File: config.mk
export PLATFORM = sky130hd
export DESIGN_NAME = julia_pixel_engine
export DESIGN_NICKNAME = d
export VERILOG_FILES = /design/src/rtl/julia_pixel_engine.sv
export SDC_FILE = /design/constraint.sdc
export NUM_CORES = 2
export LEC_CHECK = 0
export CAP_MARGIN = 20
export CELL_PAD_IN_SITES_DETAIL_PLACEMENT = 0
export CELL_PAD_IN_SITES_GLOBAL_PLACEMENT = 1
export CORE_MARGIN = 8
export CORE_UTILIZATION = 50
export CTS_CLUSTER_SIZE = 40
export DETAILED_ROUTE_END_ITERATION = 6
export GPL_TIMING_DRIVEN = 0
export PLACE_DENSITY_LB_ADDON = 0.1
export SYNTH_ARGS = -nofsm -noshare
export SYNTH_HDL_FRONTEND = slang
export SYNTH_SLANG_ARGS = --single-unit
File: constraint.sdc
create_clock -name clk -period 30.6 [get_ports clk]
set_input_delay 6.12 -clock clk [delete_from_list [all_inputs] [get_ports clk]]
set_output_delay 6.12 -clock clk [all_outputs]
set_load 0.02 [all_outputs]
File: src/rtl/julia_pixel_engine.sv
// Julia-set pixel engine: raster-scans the view and iterates z <= z^2 + c in Q4.12 for each pixel.
// Emits one (x, y, iteration count) record per pixel on a draw/draw_ready handshake.
module julia_pixel_engine #(
  parameter int H_RES    = 640,
  parameter int V_RES    = 480,
  parameter int MAX_ITER = 255,
  parameter int FRAC     = 12
) (
  input  logic        clk,
  input  logic        reset_n,
  input  logic        start,
  input  logic        abort,
  input  logic [15:0] c_re,
  input  logic [15:0] c_im,
  input  logic [15:0] re_start,
  input  logic [15:0] im_start,
  input  logic [15:0] step,
  output logic        draw,
  input  logic        draw_ready,
  output logic [9:0]  x,
  output logic [9:0]  y,
  output logic [7:0]  i,
  output logic        busy,
  output logic        frame_done
);

  // state  | meaning
  // IDLE   | waiting for start
  // INIT   | load z from the current pixel coordinate
  // ITER   | one z^2 + c step per cycle until escape or cap
  // EMIT   | record valid, waiting for draw_ready
  // DONE   | one-cycle frame_done pulse
  typedef enum logic [2:0] {S_IDLE, S_INIT, S_ITER, S_EMIT, S_DONE} state_t;

  localparam logic [9:0]         X_LAST   = 10'(H_RES - 1);
  localparam logic [9:0]         Y_LAST   = 10'(V_RES - 1);
  localparam logic [7:0]         ITER_CAP = 8'(MAX_ITER);
  localparam logic signed [32:0] MAG_LIM  = 33'sd67108864;

  state_t state, state_nxt;

  logic signed [15:0] c_re_q, c_im_q, re0_q, step_q;
  logic signed [15:0] cur_re, cur_im, zr, zi;
  logic [7:0]         iter, i_q;
  logic [9:0]         x_q, y_q;

  logic signed [31:0] zr_sq, zi_sq, zr_zi;
  logic signed [32:0] mag, diff, twice;
  logic signed [17:0] re_sum, im_sum;
  logic               escape, last_pix, go, accept;

  function automatic logic signed [15:0] sat16(input logic signed [17:0] v);
    if (v > 18'sd32767)
      return 16'sh7FFF;
    else if (v < -18'sd32768)
      return 16'sh8000;
    else
      return v[15:0];
  endfunction

  assign zr_sq  = zr * zr;
  assign zi_sq  = zi * zi;
  assign zr_zi  = zr * zi;
  assign mag    = 33'(zr_sq) + 33'(zi_sq);
  assign diff   = 33'(zr_sq) - 33'(zi_sq);
  assign twice  = $signed({zr_zi, 1'b0});
  // Updates only happen while |z|^2 <= 4, so the shifted terms always fit in 18 bits.
  assign re_sum = 18'(diff >>> FRAC) + 18'(c_re_q);
  assign im_sum = 18'(twice >>> FRAC) + 18'(c_im_q);

  assign escape   = (mag > MAG_LIM) || (iter == ITER_CAP);
  assign last_pix = (x_q == X_LAST) && (y_q == Y_LAST);
  assign go       = (state == S_IDLE) && start && !abort;
  assign accept   = (state == S_EMIT) && draw_ready && !abort;

  always_ff @(posedge clk or negedge reset_n) begin
    if (!reset_n)
      state <= S_IDLE;
    else
      state <= state_nxt;
  end

  always_comb begin
    state_nxt = state;
    case (state)
      S_IDLE: if (go) state_nxt = S_INIT;
      S_INIT: state_nxt = S_ITER;
      S_ITER: if (escape) state_nxt = S_EMIT;
      S_EMIT: if (draw_ready) state_nxt = last_pix ? S_DONE : S_INIT;
      S_DONE: state_nxt = S_IDLE;
      default: state_nxt = S_IDLE;
    endcase
    // abort beats everything, including a same-cycle accept
    if (abort)
      state_nxt = S_IDLE;
  end

  always_ff @(posedge clk or negedge reset_n) begin
    if (!reset_n) begin
      c_re_q <= '0;
      c_im_q <= '0;
      re0_q  <= '0;
      step_q <= '0;
      cur_re <= '0;
      cur_im <= '0;
      zr     <= '0;
      zi     <= '0;
      iter   <= '0;
      i_q    <= '0;
      x_q    <= '0;
      y_q    <= '0;
    end else begin
      if (go) begin
        c_re_q <= c_re;
        c_im_q <= c_im;
        re0_q  <= re_start;
        step_q <= step;
        cur_re <= re_start;
        cur_im <= im_start;
        x_q    <= '0;
        y_q    <= '0;
      end
      if (state == S_INIT) begin
        zr   <= cur_re;
        zi   <= cur_im;
        iter <= '0;
      end
      if (state == S_ITER) begin
        if (escape) begin
          i_q <= iter;
        end else begin
          zr   <= sat16(re_sum);
          zi   <= sat16(im_sum);
          iter <= iter + 8'd1;
        end
      end
      if (accept && !last_pix) begin
        if (x_q == X_LAST) begin
          x_q    <= '0;
          y_q    <= y_q + 10'd1;
          cur_re <= re0_q;
          cur_im <= cur_im - step_q;
        end else begin
          x_q    <= x_q + 10'd1;
          cur_re <= cur_re + step_q;
        end
      end
    end
  end

  assign draw       = (state == S_EMIT);
  assign busy       = (state != S_IDLE);
  assign frame_done = (state == S_DONE);
  assign x          = x_q;
  assign y          = y_q;
  assign i          = i_q;

endmodule

==> run summary <==
### Detailed routing
• Via Count: 30800
• router iterations before antenna repair: 5
• remaining routing DRC violations: 0
• post-DR vias/cell: 5.38
• Final Routed Wirelength: 120000 µm
• average wire per standard cell: 21.0 µm
• post-route antenna net violation count: 0
• DRC violation total after the first TritonRoute iteration: 1974

### Setup path
• kind of end point of the critical path: flip-flop
• register-to-register setup slack: 17770 ps
• critical-path cell with the highest stage delay: sky130_fd_sc_hd__clkbuf_1
• maximum fanout count along the critical path: 11
• Worst setup SP type: flip-flop
• CP max stage delay: 670 ps
• capture instance of the worst register-to-register path: zr[7]
• WS Path Type: flip-flop to flip-flop
• most repeated library cell on the critical path: sky130_fd_sc_hd__a21oi_1
• path depth of the worst reg2reg path: 46
• critical path launch point: zi[3]
• Required @ worst endpoint: 30910 ps
• worst r2r src: zi[3]
• data arrival at the endpoint of the critical path: 13140 ps

### Floorplan
• initial core utilization: 0.502
• Rows: 103
• Top-Level Pins: 116
• DIE HEIGHT: 296 µm
• die span in x: 296 µm
• Die Outline Area: 87900 µm²
• core area: 78400 µm²

### Timing
• setup repair after global routing missed its margin: false
• max-slew violations: 0
• crit path time final: 12830 ps
• final critical-path share of the clock period: 0.419
• post-route setup TNS: 0 ps
• total of endpoints with negative setup slack in the final report: 0
• timing-limited maximum frequency: 77.9 MHz
• skew final: 14.8 ps
• number of failing hold endpoints at the final stage: 0
• transition time of the tightest slew-check pin: 1200 ps
• Max transition margin: 0.201

### Logic synthesis
• synthesis-stage register bit count: 167
• synthesized area divided by synthesized cell count: 8.70 µm²
• count of yosys warnings during synthesis: 0
• Commonest cells post-synth: sky130_fd_sc_hd__inv_1, sky130_fd_sc_hd__fa_1, sky130_fd_sc_hd__nand2_1
• top post-synthesis cells by area: sky130_fd_sc_hd__fa_1, sky130_fd_sc_hd__ha_1, sky130_fd_sc_hd__dfrtp_1, sky130_fd_sc_hd__inv_1, sky130_fd_sc_hd__nand2_1
• Synthesized Nets: 5697
• share of flip-flops with an asynchronous set or reset: 1.00
• post-synthesis instance area: 39300 µm²
• count of mapped cells out of synthesis: 4521
• library cell occupying the most area in the post-synthesis netlist: sky130_fd_sc_hd__fa_1
• post-synthesis sequential area ratio: 0.106
• Main synth FF type: sky130_fd_sc_hd__dfrtp_1
• proportion of netlist area held by the largest area contributor: 0.366
• most repeated cell in the gate-level netlist after synthesis: sky130_fd_sc_hd__inv_1
• Post-synth EDFFs: 0
• number of distinct library cells after synthesis: 83

### Place
• half-perimeter wire length after placement: 101000 µm
• GP Congestion: 0.930
• number of input and output port buffers inserted: 115

### Cells and area
• number of inserted filler cells in the final layout: 7610
• nets@finish: 5837
• register cell area after layout: 4180 µm²
• Layout area overhead: 7.90%
• fraction of layout instances using a drive strength above 1: 0.0195
• final core occ: 0.541
• area taken by multi-input logic gates: 30600 µm²

### Global routing
• via count of the first global-routing pass: 31800
• total grt overflow: 0
• global routing usage summed across all routing layers: 0.280
• wire length of the first global-routing pass: 186000 µm
• largest net degree at the start of global routing: 95
• initial antenna violation count: 7

### Clock network
• CTS tree: built
• clock sink count: 167
• number of buffers inserted by post-CTS setup repair: 0
• clock root cell: sky130_fd_sc_hd__clkbuf_16
• largest buffer count on any clock path: 2
• hold buffer count at CTS: 0
• Num CTS Buffers: 17
• CTS-repair resized insts: 0
• clk slew on worst S/H paths: 80 ps
• Clock Latency Late Sink: 460 ps
• H-tree depth: 4

### Hold path
• path type of the worst min-delay path: flip-flop to flip-flop
• worst hold path startpoint: re0_q[15]
• terminating pin of the worst hold path: re0_q[15]
• hold-critical path depth: 2

### Status
• status: finished clean

### Run
• maximum capacitance violations: 0

## layout make-up
cell class	instances	area share
multi-input combinational	3152	0.721
sequential	167	0.0985
inverter	1028	0.0910
tap	1050	0.0310
timing repair buffer	121	0.0291
buffer	174	0.0160
clock buffer	18	0.0101
clock inverter	14	0.00283
antenna	2	0.000118
## how the worst max path moves through the flow
stage                  to  slack, ps  depth (start not counted)
2_1_floorplan      zr[10]      20620                         46
3_3_place_gp   c_im_q[13]      16060                          1
3_5_place_dp        zr[7]      17990                         46
4_1_cts             zr[7]      17950                         46
5_1_grt             zr[7]      17140                         46
6_report            zr[7]      17770                         46
## critical path, delay by kind of cell, from the launching register on
kind,cells,cell delay (ps)
AO/OA/AOI/OAI,17,3650
XOR/XNOR,3,910
adder cells (fa/ha/maj),9,3760
buffers and inverters,7,1950
flip-flops,1,610
AND/OR/NAND/NOR,10,1800
## through the flow
step	setup WS, ps	cells	hold WS (ps)	area [µm²]
floorplan	20620	4521	441	39300
global placement	16060	5686	453	41800
detailed placement	17990	5691	459	41900
CTS	17950	5723	477	42400
global route	17140	5724	506	42400
finish	17770	5726	473	42400
## kinds of logic (layout without fill, tap and decap cells)
family	count (synthesis)	after routing	share of synthesized area
buffers and inverters	1202	1355	0.115
muxes	16	16	0.00430
DFF	167	167	0.106
other	0	2	0
AOI/OAI and AO/OA	588	588	0.0981
and+or+nand+nor	1266	1266	0.149
xor gates and xnor gates	191	191	0.0429
adders and majority gates	1091	1091	0.484
## sequential cells by signal (all words and copies together), names as in the netlist
name and flops:
zi 16, cur_re 16, c_re_q 16, cur_im 16, zr 16, y 10, re0_q 16, step_q 16
c_im_q 16, iter 8, i 8, state 3, x 10
## layout by cell type (no fill, tap or decap), types with 138 or more instances in the layout
master / Yosys / routed
sky130_fd_sc_hd__fa_1: 718 / 718
sky130_fd_sc_hd__xnor2_1: 143 / 143
sky130_fd_sc_hd__and2_1: 172 / 172
sky130_fd_sc_hd__o21ai_0: 138 / 138
sky130_fd_sc_hd__nand2_1: 634 / 634
sky130_fd_sc_hd__nor2_1: 181 / 181
sky130_fd_sc_hd__dfrtp_1: 167 / 167
sky130_fd_sc_hd__clkbuf_1: 149 / 150
sky130_fd_sc_hd__inv_1: 1027 / 1027
sky130_fd_sc_hd__ha_1: 373 / 373
sky130_fd_sc_hd__a21oi_1: 148 / 148
## routing by layer
layer / wire length, µm / GRT usage / up-vias
met3: 8110 / 0.0485 / 156
met1: 50600 / 0.370 / 15600
li1: - / - / 14200
met4: 4160 / 0.0864 / 0
met5: 0 / 0 / -
met2: 57200 / 0.469 / 870
Power is not shown: default switching activity piles up to over one toggle a cycle in this logic, so the estimate is an artifact.
